[src/rtl/reset_seq_pkg.sv]
// reset_seq shared types: FSM state encoding and counter width helper.
// Optional watchdog build macro: RESET_SEQ_WDOG_EN.
package reset_seq_pkg;

  typedef enum logic [2:0] {
    S_LOCK_WAIT = 3'd0,
    S_PHY_RST   = 3'd1,
    S_PHY_WAKE  = 3'd2,
    S_RELEASE   = 3'd3,
    S_RUN       = 3'd4
  } state_e;

  function automatic int cnt_w(
    input int a,
    input int b,
    input int c,
    input int d
  );
    int m;
    m = a;
    if (b > m) m = b;
    if (c > m) m = c;
    if (d > m) m = d;
    return $clog2(m) + 1;
  endfunction

endpackage

[src/rtl/reset_seq_if.sv]
// reset_seq bus: PLL/soft-reset inputs and PHY/domain reset outputs.
// master = sequencer, slave = the logic being reset.
interface reset_seq_if #(
  parameter int NUM_DOMAINS = 2
);

  logic                   pll_lock;
  logic                   sw_rst;
  logic                   rgmii_rstn;
  logic [NUM_DOMAINS-1:0] dom_rst;
  logic                   ready;
  logic [2:0]             state_dbg;
  logic                   lock_timeout;

  modport master (
    input  pll_lock,
    input  sw_rst,
    output rgmii_rstn,
    output dom_rst,
    output ready,
    output state_dbg,
    output lock_timeout
  );

  modport slave (
    output pll_lock,
    output sw_rst,
    input  rgmii_rstn,
    input  dom_rst,
    input  ready,
    input  state_dbg,
    input  lock_timeout
  );

endinterface

[src/rtl/reset_seq_timer.sv]
// rst_timer: loadable saturating down-counter; done while it reads zero.
// Shared by PHY reset, PHY wake-up and domain staging intervals.
module rst_timer #(
  parameter int W = 8
) (
  input  logic         clk,
  input  logic         rstn,
  input  logic         load_i,
  input  logic [W-1:0] val_i,
  output logic         done_o
);

  logic [W-1:0] cnt_q;
  logic [W-1:0] cnt_d;

  always_comb begin
    cnt_d = cnt_q;
    if (load_i) begin
      cnt_d = val_i;
    end else if (cnt_q != '0) begin
      cnt_d = cnt_q - W'(1);
    end
  end

  always_ff @(posedge clk) begin
    if (!rstn) begin
      cnt_q <= '0;
    end else begin
      cnt_q <= cnt_d;
    end
  end

  assign done_o = (cnt_q == '0);

endmodule

[src/rtl/reset_seq.sv]
// reset_seq: PLL lock filter, PHY reset/wake timing, staged domain release.
// Define RESET_SEQ_WDOG_EN to add the sticky LOCK_WAIT watchdog flag.
module reset_seq
  import reset_seq_pkg::*;
#(
  parameter int NUM_DOMAINS     = 2,
  parameter int LOCK_FILT       = 8,
  parameter int PHY_RST_CYCLES  = 1000,
  parameter int PHY_WAKE_CYCLES = 500,
  parameter int STAGE_CYCLES    = 16,
  parameter int LOCK_TIMEOUT    = 65536
) (
  input logic         clk,
  input logic         rstn,
  reset_seq_if.master bus
);

  localparam int CNT_W = cnt_w(LOCK_FILT, PHY_RST_CYCLES,
                               PHY_WAKE_CYCLES, STAGE_CYCLES);
  localparam int IDX_W = (NUM_DOMAINS > 1) ? $clog2(NUM_DOMAINS) : 1;

  // Timers are loaded with N-1 so a state lasting N cycles exits on its Nth edge
  localparam logic [CNT_W-1:0] FILT_LD  = CNT_W'(LOCK_FILT - 1);
  localparam logic [CNT_W-1:0] RST_LD   = CNT_W'(PHY_RST_CYCLES - 1);
  localparam logic [CNT_W-1:0] WAKE_LD  = CNT_W'(PHY_WAKE_CYCLES - 1);
  localparam logic [CNT_W-1:0] STAGE_LD = CNT_W'(STAGE_CYCLES - 1);
  localparam logic [IDX_W-1:0] LAST_IDX = IDX_W'(NUM_DOMAINS - 1);

  state_e                 state_q, state_d;
  logic                   rgmii_q, rgmii_d;
  logic [NUM_DOMAINS-1:0] dom_q, dom_d;
  logic                   ready_q, ready_d;
  logic [CNT_W-1:0]       lock_cnt_q, lock_cnt_d;
  logic [IDX_W-1:0]       idx_q, idx_d;

  logic                   tmr_ld;
  logic [CNT_W-1:0]       tmr_val;
  logic                   tmr_done;

  rst_timer #(
    .W (CNT_W)
  ) u_tmr (
    .clk    (clk),
    .rstn   (rstn),
    .load_i (tmr_ld),
    .val_i  (tmr_val),
    .done_o (tmr_done)
  );

  always_comb begin
    state_d    = state_q;
    rgmii_d    = rgmii_q;
    dom_d      = dom_q;
    ready_d    = ready_q;
    lock_cnt_d = lock_cnt_q;
    idx_d      = idx_q;
    tmr_ld     = 1'b0;
    tmr_val    = '0;

    if (state_q != S_LOCK_WAIT && !bus.pll_lock) begin
      state_d    = S_LOCK_WAIT;
      rgmii_d    = 1'b0;
      dom_d      = '1;
      ready_d    = 1'b0;
      lock_cnt_d = '0;
      idx_d      = '0;
      tmr_ld     = 1'b1;
    end else if ((state_q == S_RELEASE || state_q == S_RUN)
                 && bus.sw_rst) begin
      state_d = S_PHY_WAKE;
      dom_d   = '1;
      ready_d = 1'b0;
      idx_d   = '0;
      tmr_ld  = 1'b1;
      tmr_val = WAKE_LD;
    end else begin
      unique case (state_q)
        S_LOCK_WAIT: begin
          if (!bus.pll_lock) begin
            lock_cnt_d = '0;
          end else if (lock_cnt_q == FILT_LD) begin
            state_d    = S_PHY_RST;
            lock_cnt_d = '0;
            tmr_ld     = 1'b1;
            tmr_val    = RST_LD;
          end else begin
            lock_cnt_d = lock_cnt_q + CNT_W'(1);
          end
        end
        S_PHY_RST: begin
          if (tmr_done) begin
            state_d = S_PHY_WAKE;
            rgmii_d = 1'b1;
            tmr_ld  = 1'b1;
            tmr_val = WAKE_LD;
          end
        end
        S_PHY_WAKE: begin
          if (tmr_done) begin
            dom_d = dom_q << 1;
            if (NUM_DOMAINS == 1) begin
              state_d = S_RUN;
              ready_d = 1'b1;
            end else begin
              state_d = S_RELEASE;
              idx_d   = IDX_W'(1);
              tmr_ld  = 1'b1;
              tmr_val = STAGE_LD;
            end
          end
        end
        S_RELEASE: begin
          // Shifting zeros in from bit 0 keeps releases strictly in order
          if (tmr_done) begin
            dom_d = dom_q << 1;
            if (idx_q == LAST_IDX) begin
              state_d = S_RUN;
              ready_d = 1'b1;
            end else begin
              idx_d   = idx_q + IDX_W'(1);
              tmr_ld  = 1'b1;
              tmr_val = STAGE_LD;
            end
          end
        end
        S_RUN: begin
          state_d = S_RUN;
        end
        default: begin
          state_d = S_LOCK_WAIT;
          rgmii_d = 1'b0;
          dom_d   = '1;
          ready_d = 1'b0;
        end
      endcase
    end
  end

  always_ff @(posedge clk) begin
    if (!rstn) begin
      state_q    <= S_LOCK_WAIT;
      rgmii_q    <= 1'b0;
      dom_q      <= '1;
      ready_q    <= 1'b0;
      lock_cnt_q <= '0;
      idx_q      <= '0;
    end else begin
      state_q    <= state_d;
      rgmii_q    <= rgmii_d;
      dom_q      <= dom_d;
      ready_q    <= ready_d;
      lock_cnt_q <= lock_cnt_d;
      idx_q      <= idx_d;
    end
  end

  assign bus.rgmii_rstn = rgmii_q;
  assign bus.dom_rst    = dom_q;
  assign bus.ready      = ready_q;
  assign bus.state_dbg  = state_q;

`ifdef RESET_SEQ_WDOG_EN
  localparam int WD_W = $clog2(LOCK_TIMEOUT) + 1;
  localparam logic [WD_W-1:0] WD_LAST = WD_W'(LOCK_TIMEOUT - 1);

  logic [WD_W-1:0] wd_q;
  logic            to_q;

  // Counter restarts on every LOCK_WAIT entry; the flag only clears on rstn
  always_ff @(posedge clk) begin
    if (!rstn) begin
      wd_q <= '0;
      to_q <= 1'b0;
    end else if (state_q != S_LOCK_WAIT) begin
      wd_q <= '0;
    end else if (wd_q == WD_LAST) begin
      to_q <= 1'b1;
    end else begin
      wd_q <= wd_q + WD_W'(1);
    end
  end

  assign bus.lock_timeout = to_q;
`else
  assign bus.lock_timeout = 1'b0;
`endif

endmodule

[src/flat_wrapper.sv]
// flat-port wrapper written by rule: the top's interface ports become plain ports
module reset_seq_flat import reset_seq_pkg::*;
#(
  parameter int NUM_DOMAINS     = 2,
  parameter int LOCK_FILT       = 8,
  parameter int PHY_RST_CYCLES  = 1000,
  parameter int PHY_WAKE_CYCLES = 500,
  parameter int STAGE_CYCLES    = 16,
  parameter int LOCK_TIMEOUT    = 65536
)
  (clk, rstn, bus_pll_lock, bus_sw_rst, bus_rgmii_rstn, bus_dom_rst, bus_ready, bus_state_dbg, bus_lock_timeout);
  reset_seq_if #(.NUM_DOMAINS(NUM_DOMAINS)) bus_i ();
  input logic clk;
  input logic rstn;
  input wire logic [$bits(bus_i.pll_lock)-1:0] bus_pll_lock;
  input wire logic [$bits(bus_i.sw_rst)-1:0] bus_sw_rst;
  output wire logic [$bits(bus_i.rgmii_rstn)-1:0] bus_rgmii_rstn;
  output wire logic [$bits(bus_i.dom_rst)-1:0] bus_dom_rst;
  output wire logic [$bits(bus_i.ready)-1:0] bus_ready;
  output wire logic [$bits(bus_i.state_dbg)-1:0] bus_state_dbg;
  output wire logic [$bits(bus_i.lock_timeout)-1:0] bus_lock_timeout;
  assign bus_i.pll_lock = bus_pll_lock;
  assign bus_i.sw_rst = bus_sw_rst;
  assign bus_rgmii_rstn = bus_i.rgmii_rstn;
  assign bus_dom_rst = bus_i.dom_rst;
  assign bus_ready = bus_i.ready;
  assign bus_state_dbg = bus_i.state_dbg;
  assign bus_lock_timeout = bus_i.lock_timeout;
  reset_seq #(.NUM_DOMAINS(NUM_DOMAINS), .LOCK_FILT(LOCK_FILT), .PHY_RST_CYCLES(PHY_RST_CYCLES), .PHY_WAKE_CYCLES(PHY_WAKE_CYCLES), .STAGE_CYCLES(STAGE_CYCLES), .LOCK_TIMEOUT(LOCK_TIMEOUT)) u_core (.clk(clk), .rstn(rstn), .bus(bus_i));
endmodule
[config.mk]
export PLATFORM = sky130hd
export DESIGN_NAME = reset_seq_flat
export DESIGN_NICKNAME = d
export VERILOG_FILES = /design/src/rtl/reset_seq_pkg.sv /design/src/rtl/reset_seq_if.sv /design/src/rtl/reset_seq_timer.sv /design/src/rtl/reset_seq.sv /design/src/flat_wrapper.sv
export SDC_FILE = /design/constraint.sdc
export NUM_CORES = 1
export LEC_CHECK = 0
export BUFFER_PORTS_ARGS = -buffer_cell sky130_fd_sc_hd__buf_4
export CORE_MARGIN = 2
export CORE_UTILIZATION = 35
export DETAILED_ROUTE_END_ITERATION = 12
export PLACE_DENSITY = 0.52
export SETUP_SLACK_MARGIN = 0.05
export SYNTH_ARGS = -nofsm -noshare
export SYNTH_HDL_FRONTEND = slang
export SYNTH_SLANG_ARGS = --single-unit
[constraint.sdc]
create_clock -name clk -period 1.6 [get_ports clk]
set_input_delay 0 -clock clk [delete_from_list [all_inputs] [get_ports clk]]
set_output_delay 0 -clock clk [all_outputs]
set_load 0.02 [all_outputs]
Yosys cells after proc, flatten, opt, wreduce, memory -nomap -nowiden
Index checks and enable logic that the tools add are counted.

operators by class
  add/sub/neg operators = 3
  equal/unequal tests = 18
  bitwise operators = 5
  multiplexer cells = 39
  reductions and logical operators = 24

operator list
  cell                   count
  $mux 11                8
  $pmux 11 s4            1
  $mux 3                 6
  $pmux 3 s5             1
  $mux 1                 12
  $ne 2x1->1 const B     6
  $reduce_and 6->1       2
  $add 11x1->11 const B  1
  $eq 11x3->1 const B    1
  $logic_not 11->1       1
  $reduce_bool 11->1     1
  $sub 11x1->11 const B  1
  $mux 10                1
  $mux 9                 1
  $ne 3x1->1 const B     3
  $ne 3x2->1 const B     3
  $reduce_and 3->1       3
  $mux 4                 2
  $reduce_or 4->1        2
  $eq 3x2->1 const B     2
  $pmux 1 s2             3
  $reduce_or 2->1        3
  $reduce_or 3->1        2
  $not 1->1              5
  other kinds (14)       18

word-level totals
  register bits = 30
  output and inout port bits = 8
  word-level logic and storage cells = 97
  input port bits = 4

Longest topological paths before layout
  depth after elaboration = 7
  mapped depth = 9
  mapped depth without buffers = 8

By module
From an unflattened synthesis, not the netlist that was laid out.

second synthesis, totals
  cells, all modules = 224
  area, all modules = 1789.2 µm²

by module, submodules not included
  module     sequential area each (µm²)  instances  cells an instance  area each (µm²)
  reset_seq  380.4                       1          151                1156.1
  rst_timer  220.2                       1          73                 633.1

Worst setup path before layout
Ideal clock, no wire load.

  path kind = register -> register
  start point = reg u_core.u_tmr.cnt_q[0]
  end point = reg u_core.u_tmr.cnt_q[0]
  period minus slack after synthesis = 1692 ps
  arrival time = 1565 ps
  stages on the path, launching flop included = 10
  buffers on the path = 1
  setup time = 127 ps
  data required time = 1473 ps
  setup slack = -92 ps
  path through = dfxtp_1 inv_1 ha_1 nor3b_2 and4b_1 buf_4 nand2_2 a21oi_2 o21ai_2 a21oi_1

between the ends
  word-level cells in the longest chain between the ends = 6
  elaborated cells between the ends (all ways) = 17
  those cells by class = add/sub: 1; mux: 13; reduce/logical: 3

ends and longest elaborated chain
  item                                                 RTL line               source
  start, declared                                      reset_seq_timer.sv:13  logic [W-1:0] cnt_q;
  start signal, assigned                               reset_seq_timer.sv:29  cnt_q <= cnt_d;
  $logic_not 11->1                                     reset_seq_timer.sv:33  assign done_o = (cnt_q == '0);
  $mux 11, or another cell as far along                reset_seq.sv:114       if (tmr_done) begin
  $pmux 11 s4 / $pmux 1 s3 (equally long branches)     reset_seq.sv:77        unique case (state_q)
  $mux 11 / $mux 1 (equally long branches)             reset_seq.sv:68        end else if ((state_q == S_RELEASE || state_q == S_RUN)
  $mux 11 / $mux 1 (equally long branches)             reset_seq.sv:60        if (state_q != S_LOCK_WAIT && !bus.pll_lock) begin
  $mux 11 / $reduce_bool 2->1 (equally long branches)  n/a

Parallel ways exist; a longest one is shown, timed or not. The select of a mux whose other input is x is not followed.
A chain may end at the register's enable or synchronous reset.

Final worst setup path
  start point = reg u_core.u_tmr.cnt_q[0]
  end point = reg u_core.state_q[1] (netlist: u_core.bus.state_dbg[1])

between the ends
  word-level cells in the longest chain between the ends = 3
  elaborated cells between the ends (all ways) = 5
  those cells by class = eq/ne: 3; reduce/logical: 2

ends and longest elaborated chain
  item                                                       RTL line               source
  $logic_not 11->1 (*)                                       reset_seq_timer.sv:33
  $ne 3x2->1 (no line) / $ne 3x1->1 (equally long branches)  n/a
  $reduce_and 6->1 (no line) (*)                             n/a
  end signal, assigned                                       reset_seq.sv:148       state_q <= state_d;
  end, declared                                              reset_seq.sv:29        state_e state_q, state_d;

Every way passes the cells marked *; elsewhere a longest branch is shown, timed or not.

==> impl_results.md <==
- Most common cell in the netlist: dfxtp_1
- Area growth syn-to-layout: 66.7%
- DRC Markers: 0
- Die Ht: 74.6 microns
- Starting density of the core: 36.7%
- CTS tree: done
- Synth Flop Type: dfxtp_1
- Reg-to-reg setup timing slack: -0.16 ns
- Skew final: 0.00338 ns
- WP data arrival: 1.96 ns
- Pre-Repair DR Iteration Count: 4
- Total length of routed wires: 5580 microns
- EDFF count, synth: 0
- Buffers on Ports: 10
- Status: complete, but fails checks
- Layout cell share with drive strength beyond 1: 57.3%
- Antenna violations before repair: 0
- Buf/Inv on CP: 2
- Die Span X: 74.6 microns
- Reg-to-reg startpoint: u_core.u_tmr.cnt_q[0]
- Initial DRC Count: 84
- Max_cap viols: 0
- Cells after Synth: 208
- CP Launch Type: flip-flop
- Pwr/cell area: 1530 nW/um^2
- Mapped Nets: 214
- Cts bufs inserted: 5
- HPWL Detailed: 3350 microns
- # diodes: 0
- Grt ovf: 0
- WS Path Type: reg -> reg
- Crit-path slowest cell: and4b_2
- Core area: 4750 sq um
- Clock Sinks: 30
- Synth Cell Area: 1740 sq um
- DR vias/cell: 5.36
- Worst reg2reg path endpoint: u_core.bus.state_dbg[1]
- Final Hold Vio Count: 0
- Post-synth top area share: 34.4%
- FF+latch count, synth: 30
- Clk slew on worst S/H paths: 0.07 ns
- Count of cell types in the netlist: 57
- Synth area leader: dfxtp_1
- Largest net degree at the start of global routing: 11
- Clock root buffer master: clkbuf_8
- Worst min-delay path class: in -> reg
- Fmax: 0.567 GHz
- Fraction of synthesis flops using an asynchronous set or reset pin: 0%
- Gpl congestion: 0.818
- Avg Cell Area, Syn: 8.39 sq um
- Row count: 25
- Vias in the first global route: 1,814
- Boundary pin count: 12
- Final setup violation count: 18
- Slew Viols, Final: 0
- Worst setup EP type: flip-flop
- Hold path cells: 3
- Critical Path RT: 1.80 ns
- Avg WL per Cell: 15.5 microns
- First-pass GRT wire length: 8510 microns
- CP Cell Sequence: inv_2 > ha_4 > nor3b_4 > and4b_2 > nand2_4 > buf_6 > a31o_1 > a21oi_1
- Pre-CTS WS: -0.164 ns
- Yosys warnings: 0
- Synth cell count leaders: 30 x dfxtp_1, 24 x a21oi_1, 22 x nor2_1
- Dpl cell area: 2270 sq um
- RSZ-0062 raised after global routing: yes
- Failing checks: setup timing
- Critical-path maximum fanout: 5
- Clk_lat worst skew: 0.29 ns
- Die footprint: 5560 sq um
- Via count: 1,929
- Design area: 2910 sq um
- CTS H-Tree Depth: 2
- Nets: 298
- DRT antenna net count: 0
- Fin crit period: 1.76 ns
- Top cells by area, synth: dfxtp_1 34%, a21oi_1 6.9%, nor2_1 4.7%, nand2_1 3.9%, o21ai_0 3.7%
- GR Util All Layers: 20.1%
- Sequential area share after synthesis: 34.4%
- Clk buf depth: 2
- Min-Delay Startpoint: bus_pll_lock
- Maximum vdd drop: 0.000955 V
- Min-Delay Endpoint: u_core.lock_cnt_q[2]
- Tcrit/Tclk final: 110%
- Cell family with most CP delay: simple AND/OR/NAND/NOR gates
- Setup ws final: -0.164 ns
- CP max stage delay: 0.35 ns
- Leakage: 1.21 nW
- Worst reg-to-reg path cell count: 8
placed cells by master (no fill, tap or decap), types with 5 or more instances in the layout:
master / Yosys / layout
nand2_1: 18 / 15
clkbuf_8: 0 / 6
and3_4: 1 / 7
a21oi_1: 24 / 15
o21ai_0: 13 / 6
dfxtp_2: 0 / 8
dfxtp_1: 30 / 19
o21ai_4: 0 / 5
nor2_1: 22 / 20
buf_4: 3 / 68
buf_6: 2 / 14
a21oi_2: 1 / 10
nand2b_1: 6 / 6
o21ai_1: 0 / 5
worst register-to-register path: stages (launching register included):
cell and delay, ns:
dfxtp_2 0.32, inv_2 0.07, ha_4 0.13, nor3b_4 0.20, and4b_2 0.35, nand2_4 0.09, buf_6 0.13, a31o_1 0.22
a21oi_1 0.16
flip-flops by register name (all words and copies together) (netlist names):
register / cells
u_core.lock_cnt_q: 11
u_core.u_tmr.cnt_q: 11
u_core.bus.state_dbg: 3
u_core.bus.dom_rst: 2
u_core.bus.ready: 1
u_core.bus.rgmii_rstn: 1
u_core.idx_q: 1
how the worst max path moves through the flow:
stage	start	to	cells past startpoint	slack (ns)
after global placement	u_core.u_tmr.cnt_q[1]	u_core.u_tmr.cnt_q[0]	8	-0.15
after detailed placement	u_core.u_tmr.cnt_q[1]	u_core.u_tmr.cnt_q[0]	8	-0.16
after floorplan	u_core.u_tmr.cnt_q[1]	u_core.u_tmr.cnt_q[0]	9	0.02
final	u_core.u_tmr.cnt_q[0]	u_core.bus.state_dbg[1]	8	-0.16
after global routing	u_core.u_tmr.cnt_q[0]	u_core.bus.state_dbg[1]	8	-0.22
after CTS	u_core.u_tmr.cnt_q[1]	u_core.bus.state_dbg[0]	10	-0.10
stage by stage:
step / TNS [ns] / hold WS, ns / util, % / cells / power [mW]
6_report: -1.73 / 0.0771 / 61.2 / 360 / 4.45
5_1_grt: -3.08 / 0.0811 / 61.2 / 360 / 4.69
3_5_place_dp: -1.59 / 0.295 / 47.8 / 329 / 3.03
2_1_floorplan: 0 / 0.122 / - / 208 / 2.31
3_3_place_gp: -1.37 / 0.298 / 47.8 / 329 / 3.05
4_1_cts: -0.786 / 0.0284 / 57.2 / 353 / 4.05
routing by layer:
| metal | up-vias | wire length [microns] | GRT usage (%) |
|---|---|---|---|
| met5 | - | 0 | 0 |
| met3 | 14 | 196 | 4.34 |
| li1 | 932 | - | - |
| met2 | 42 | 2730 | 33.6 |
| met4 | 0 | 143 | 7.74 |
| met1 | 941 | 2510 | 25.1 |
power by group:
part | switching, mW | total, mW | internal [mW]
Combinational | 1.33 | 2.77 | 1.44
Sequential | 0.134 | 1.03 | 0.893
Clock | 0.308 | 0.655 | 0.347
layout make-up:
type / count / area, sq um
inverter: 6 / 25.0
sequential: 30 / 622
tap: 67 / 83.8
clock inverter: 1 / 5.00
timing repair buffer: 84 / 698
clock buffer: 7 / 86.3
fill: 405 / 1850
multi-input combinational: 165 / 1390
kinds of logic (layout without fill, tap and decap cells):
family | count (synthesis) | in the layout | share of synthesized area (%)
flip-flops | 30 | 30 | 34.4
AO/OA/AOI/OAI | 64 | 65 | 23.7
other | 1 | 1 | 0.215
AND/OR/NAND/NOR | 89 | 89 | 31.6
adder cells (fa/ha/maj) | 2 | 2 | 1.43
buffers and inverters | 14 | 98 | 4.66
XOR/XNOR | 8 | 8 | 4.02
what timing repair did:
action                                  4_1_cts  5_1_grt
resized for setup                            54       33
endpoints found under the hold margin         1        0
buffers inserted                             15        6
hold buffers                                  1        0
endpoints found under the setup margin       28       28
pin swaps                                    24       21
cloned                                        1        1
(Power assumes the default switching activity.)
